**config.mk**
```make
export PLATFORM = sky130hd
export DESIGN_NAME = pg_header_ctrl
export DESIGN_NICKNAME = d
export VERILOG_FILES = /design/src/rtl/pg_header_ctrl.sv
export SDC_FILE = /design/constraint.sdc
export NUM_CORES = 1
export LEC_CHECK = 0
export CAP_MARGIN = 20
export CORE_MARGIN = 1.5
export CORE_UTILIZATION = 40
export CTS_BUF_LIST = sky130_fd_sc_hd__clkbuf_8
export DETAILED_ROUTE_END_ITERATION = 8
export SYNTH_ARGS = -nofsm -noshare
export SYNTH_HDL_FRONTEND = slang
export SYNTH_SLANG_ARGS = --single-unit
```
**constraint.sdc**
```tcl
create_clock -name clk -period 2.35 [get_ports clk]
set_clock_uncertainty 0.05 [all_clocks]
set_input_delay 0.3525 -clock clk [delete_from_list [all_inputs] [get_ports clk]]
set_output_delay 0.3525 -clock clk [all_outputs]
set_load 0.02 [all_outputs]
```
**src/rtl/pg_header_ctrl.sv**
```systemverilog
// Power-gating header controller: staged PMOS ramp-up/down with isolation.
// Optional retention handshake outputs are built when PG_RETENTION_EN is defined.
module pg_header_ctrl #(
    parameter int NUM_STAGES = 4,
    parameter int STAGE_DLY  = 8
) (
    input  logic                  clk,
    input  logic                  rst_n,
    input  logic                  pwr_req,
    output logic [NUM_STAGES-1:0] pmos_gate,
    output logic                  iso_en,
    output logic                  pwr_ack,
`ifdef PG_RETENTION_EN
    output logic                  ret_save,
    output logic                  ret_restore,
`endif
    output logic                  busy
);

    localparam int SW = $clog2(NUM_STAGES + 1);
    localparam logic [7:0]    DLY_RLD = 8'(STAGE_DLY - 1);
    localparam logic [SW-1:0] STG_MAX = SW'(NUM_STAGES);
    localparam logic [SW-1:0] STG_ONE = SW'(1);

    typedef enum logic [1:0] {
        OFF,
        RAMP_UP,
        ON,
        RAMP_DOWN
    } state_t;

    state_t                  state_q, state_d;
    logic [SW-1:0]           stg_q, stg_d;
    logic [7:0]              dly_q, dly_d;
    logic [NUM_STAGES-1:0]   gate_q, gate_d;
    logic                    iso_q, iso_d;
    logic                    ack_q, ack_d;
    logic                    busy_q, busy_d;
`ifdef PG_RETENTION_EN
    logic                    save_q, save_d;
    logic                    rest_q, rest_d;
`endif

    // stg counts enabled segments; dly counts down to the next segment step
    always_comb begin
        state_d = state_q;
        stg_d   = stg_q;
        dly_d   = (dly_q != 8'd0) ? dly_q - 8'd1 : dly_q;
        unique case (state_q)
            OFF: begin
                if (pwr_req) begin
                    state_d = RAMP_UP;
                    stg_d   = STG_ONE;
                    dly_d   = DLY_RLD;
                end
            end
            RAMP_UP: begin
                if (!pwr_req) begin
                    state_d = RAMP_DOWN;
                    dly_d   = DLY_RLD;
                end else if (dly_q == 8'd0) begin
                    if (stg_q == STG_MAX) begin
                        state_d = ON;
                        dly_d   = 8'd0;
                    end else begin
                        stg_d = stg_q + STG_ONE;
                        dly_d = DLY_RLD;
                    end
                end
            end
            ON: begin
                if (!pwr_req) begin
                    state_d = RAMP_DOWN;
                    dly_d   = DLY_RLD;
                end
            end
            RAMP_DOWN: begin
                if (dly_q == 8'd0) begin
                    stg_d = stg_q - STG_ONE;
                    if (stg_q == STG_ONE) begin
                        state_d = OFF;
                        dly_d   = 8'd0;
                    end else begin
                        dly_d = DLY_RLD;
                    end
                end
            end
            default: begin
                state_d = OFF;
                stg_d   = '0;
                dly_d   = 8'd0;
            end
        endcase
    end

    always_comb begin
        for (int k = 0; k < NUM_STAGES; k++) begin
            gate_d[k] = (SW'(k) >= stg_d);
        end
        iso_d  = (state_d != ON);
        ack_d  = (state_d == ON);
        busy_d = (state_d == RAMP_UP) || (state_d == RAMP_DOWN);
`ifdef PG_RETENTION_EN
        save_d = (state_q == ON) && (state_d == RAMP_DOWN);
        rest_d = (state_q != ON) && (state_d == ON);
`endif
    end

    always_ff @(posedge clk or negedge rst_n) begin
        if (!rst_n) begin
            state_q <= OFF;
            stg_q   <= '0;
            dly_q   <= 8'd0;
            gate_q  <= '1;
            iso_q   <= 1'b1;
            ack_q   <= 1'b0;
            busy_q  <= 1'b0;
`ifdef PG_RETENTION_EN
            save_q  <= 1'b0;
            rest_q  <= 1'b0;
`endif
        end else begin
            state_q <= state_d;
            stg_q   <= stg_d;
            dly_q   <= dly_d;
            gate_q  <= gate_d;
            iso_q   <= iso_d;
            ack_q   <= ack_d;
            busy_q  <= busy_d;
`ifdef PG_RETENTION_EN
            save_q  <= save_d;
            rest_q  <= rest_d;
`endif
        end
    end

    assign pmos_gate = gate_q;
    assign iso_en    = iso_q;
    assign pwr_ack   = ack_q;
    assign busy      = busy_q;
`ifdef PG_RETENTION_EN
    assign ret_save    = save_q;
    assign ret_restore = rest_q;
`endif

endmodule

```
==> results.sh <==
export IMPL_status="complete, no violations"
export IMPL_start_util_pct=41.65
export IMPL_r2r_slack_ns=0.21
export IMPL_total_switching_power_mw=0.5932
export IMPL_reg2reg_from="dly_q[0]"
export IMPL_synth_top_area_share_pct=32.97
export IMPL_synth_seq_cells=20
export IMPL_place_hpwl_um=1598
export IMPL_clock_latency_ns=0.26
export IMPL_syn_num_nets=128
export IMPL_multi_input_area_um2=570.5
export IMPL_design_die_area_um2=3175
export IMPL_drc_errors=0
export IMPL_intPower_mw=1.018
export IMPL_drv_cap=0
export IMPL_fp_dieH_um=56.35
export IMPL_hold_viol=0
export IMPL_max_clock_freq_ghz=0.4664
export IMPL_cts_inserted_buffers=3
export IMPL_synthTopCellsByCount="15 x dfrtp_1, 11 x nor2_1, 10 x nand2_1, 7 x inv_1, 6 x a21oi_1"
export IMPL_reg2reg_depth=8
export IMPL_clkTransAtPathRegs_ns=0.08
export IMPL_placed_area_um2=1270
export IMPL_crit_chain="inv_1, ha_1, nor4b_4, and2_1, buf_4, or4_1, a21oi_1, a311oi_1"
export IMPL_critPathMaxFanout=7
export IMPL_track_usage_pct=15.28
export IMPL_async_flop_share_pct=100.0
export IMPL_ys_seq_area_share_pct=44.51
export IMPL_avgSynthCellArea_um2=9.488
export IMPL_path_delay_family="simple AND/OR/NAND/NOR gates"
export IMPL_row_count=19
export IMPL_vias=894
export IMPL_slowest_delay_ns=0.43
export IMPL_cts_tree="done"
export IMPL_drt_wl_total_um=2265
export IMPL_clock_sinks=20
export IMPL_synthTopCellsByArea="dfrtp_1 33%, dfstp_2 12%, ha_1 5.5%, nor2_1 3.6%, nand2_1 3.3%"
export IMPL_yosysUniqueCellTypes=40
export IMPL_arrival_ns=2.21
export IMPL_syn_area_um2=1139
export IMPL_vias_per_cell=5.519
export IMPL_peakVddDrop_mv=0.7080
export IMPL_yosysTopAreaCell="dfrtp_1"
export IMPL_grt_max_degree=21
export IMPL_rsz0062_at_grt="false"
export IMPL_reg2reg_to="dly_q[0]"
export IMPL_wl_per_cell_um=13.98
export IMPL_crit_buf_inv=2
export IMPL_hp_class="primary input to asynchronous set/reset pin"
export IMPL_syn2layout_area_growth_pct=17.80
export IMPL_tightest_slew_ns=0.5004
export IMPL_fin_nets=140
export IMPL_fin_crit_ns=2.144
export IMPL_synthFlopType="dfrtp_1"
export IMPL_slew_limit_headroom_pct=66.64
export IMPL_antenna_found_initial=0
export IMPL_diodes=0
export IMPL_p_sw_share_pct=36.83
export IMPL_core_area_um2=2734
export IMPL_worst_setup_path_start_kind="register"
export IMPL_synth_most_common_cell="dfrtp_1"
export IMPL_grt_pass1_wl_um=3767
export IMPL_finalSetupViolCount=0
export IMPL_yosysWarnings=0
export IMPL_gp_congestion=0.8075
export IMPL_end_kind="register"
export IMPL_post_cts_resized=0
export IMPL_synth_cells=120
export IMPL_hold_buffers=0
export IMPL_crit_required_ns=2.41
export IMPL_post_cts_buffers=0
export IMPL_cts_htree_levels=1
export IMPL_first_global_vias=820
export IMPL_final_cell_area_um2=1341
export IMPL_p_per_area_nw_per_um2=1201
export IMPL_fillers=249
export IMPL_cp_slowest_cell="dfrtp_1"
export IMPL_drtIter0Drc=23
export IMPL_fin_crit_sh_pct=91.24
export IMPL_synth_edf_count=0
export IMPL_numPortBuffers=9
export IMPL_setup_tns_final_ns=0
export IMPL_register_area_um2=506.7
export IMPL_drive_gt1_share_pct=14.50
export IMPL_num_io_pins=10
export IMPL_p_clk_share_pct=21.3
export IMPL_root_buffer="clkbuf_8"
export IMPL_slew_viol_final=0
export IMPL_grt_overflow=0
export IMPL_drt_pass1_iter_count=4
export IMPL_die_x_um=56.35
export IMPL_critPathKind="register to register"
export IMPL_ctsLongestPathBuffers=2
export IMPL_pwr_share_comb_pct=39.1
export IMPL_p_leak_nw=0.5579
export IMPL_p_seq_share_pct=39.6
export IMPL_ant_nets=0
-- area by class of cell --
class	instances	share of cell area (%)
Sequential cell	20	37.78
Clock inverter	1	2.239
Tap cell	31	2.892
Clock buffer	3	3.078
Inverter	7	1.959
Multi-Input combinational cell	86	42.54
Timing Repair Buffer	14	9.515
-- through the flow --
step	utilization [%]	worst slack, ns	hold slack, ns	std cells	power, mW
finish	49.06	0.2058	0.3761	162	1.611
global route	49.06	0.04013	0.4111	162	1.742
CTS	49.06	0.2243	0.3840	162	1.621
detailed placement	46.45	0.2414	0.5228	158	1.270
global placement	46.45	0.2918	0.4940	158	1.261
floorplan	-	0.4481	0.006909	120	1.086
-- power groups by stage --
stage	sequential (mW)	clock, mW	combinational (mW)
2_1_floorplan	0.639	0	0.447
3_3_place_gp	0.639	0	0.622
3_5_place_dp	0.644	0	0.626
4_1_cts	0.637	0.349	0.635
5_1_grt	0.659	0.364	0.718
6_report	0.639	0.343	0.630
-- how the worst max path moves through the flow --
stage                   from            to  slack [ns]  depth (start not counted)
detailed placement  dly_q[0]      dly_q[0]        0.24                          8
global route        dly_q[0]      dly_q[0]        0.04                          8
finish              dly_q[0]      dly_q[0]        0.21                          8
CTS                 dly_q[0]      dly_q[0]        0.22                          8
floorplan           dly_q[0]  pmos_gate[0]        0.45                          8
global placement     pwr_req  pmos_gate[0]        0.29                          6
-- sequential cells by signal, indices dropped and copies added, names as in the netlist --
| signal | cells |
|---|---|
| pwr_ack | 1 |
| state_q | 2 |
| busy | 1 |
| pmos_gate | 4 |
| iso_en | 1 |
| dly_q | 8 |
| stg_q | 3 |
-- per-layer routing --
| layer | global-route usage [%] | vias up | wire (um) |
|---|---|---|---|
| met1 | 21.41 | 426 | 1121 |
| met2 | 21.68 | 15 | 1024 |
| met4 | 8.844 | 0 | 62 |
| li1 | - | 446 | - |
| met5 | 0 | - | 0 |
| met3 | 3.226 | 7 | 57 |
-- logic make-up after synthesis --
logic type / after synthesis / share of synthesized area [%]
buffers and inverters: 14 / 5.384
xor gates and xnor gates: 7 / 5.385
and+or+nand+nor: 43 / 20.33
DFF: 20 / 44.51
AOI/OAI and AO/OA: 30 / 18.02
adders and majority gates: 5 / 5.495
muxes: 1 / 0.8792
-- cell usage in the layout (no fill, tap or decap), drive strengths merged, types with 2 or more instances in the layout --
master         Yosys  routed
o21ai              6       6
nand3              5       5
xnor2              3       3
or3                2       2
inv                7       7
ha                 5       5
o22ai              3       3
nor3               5       5
dfrtp             15      15
buf                3       5
a21oi              7       7
a32oi              2       2
nor2b              2       2
clkbuf             4       3
nand2             10      10
dfstp              5       5
xor2               4       4
and2               2       2
nor2              11      11
clkdlybuf4s50      0       9
a31oi              4       4
No activity file was read; power rests on OpenSTA's default activity.
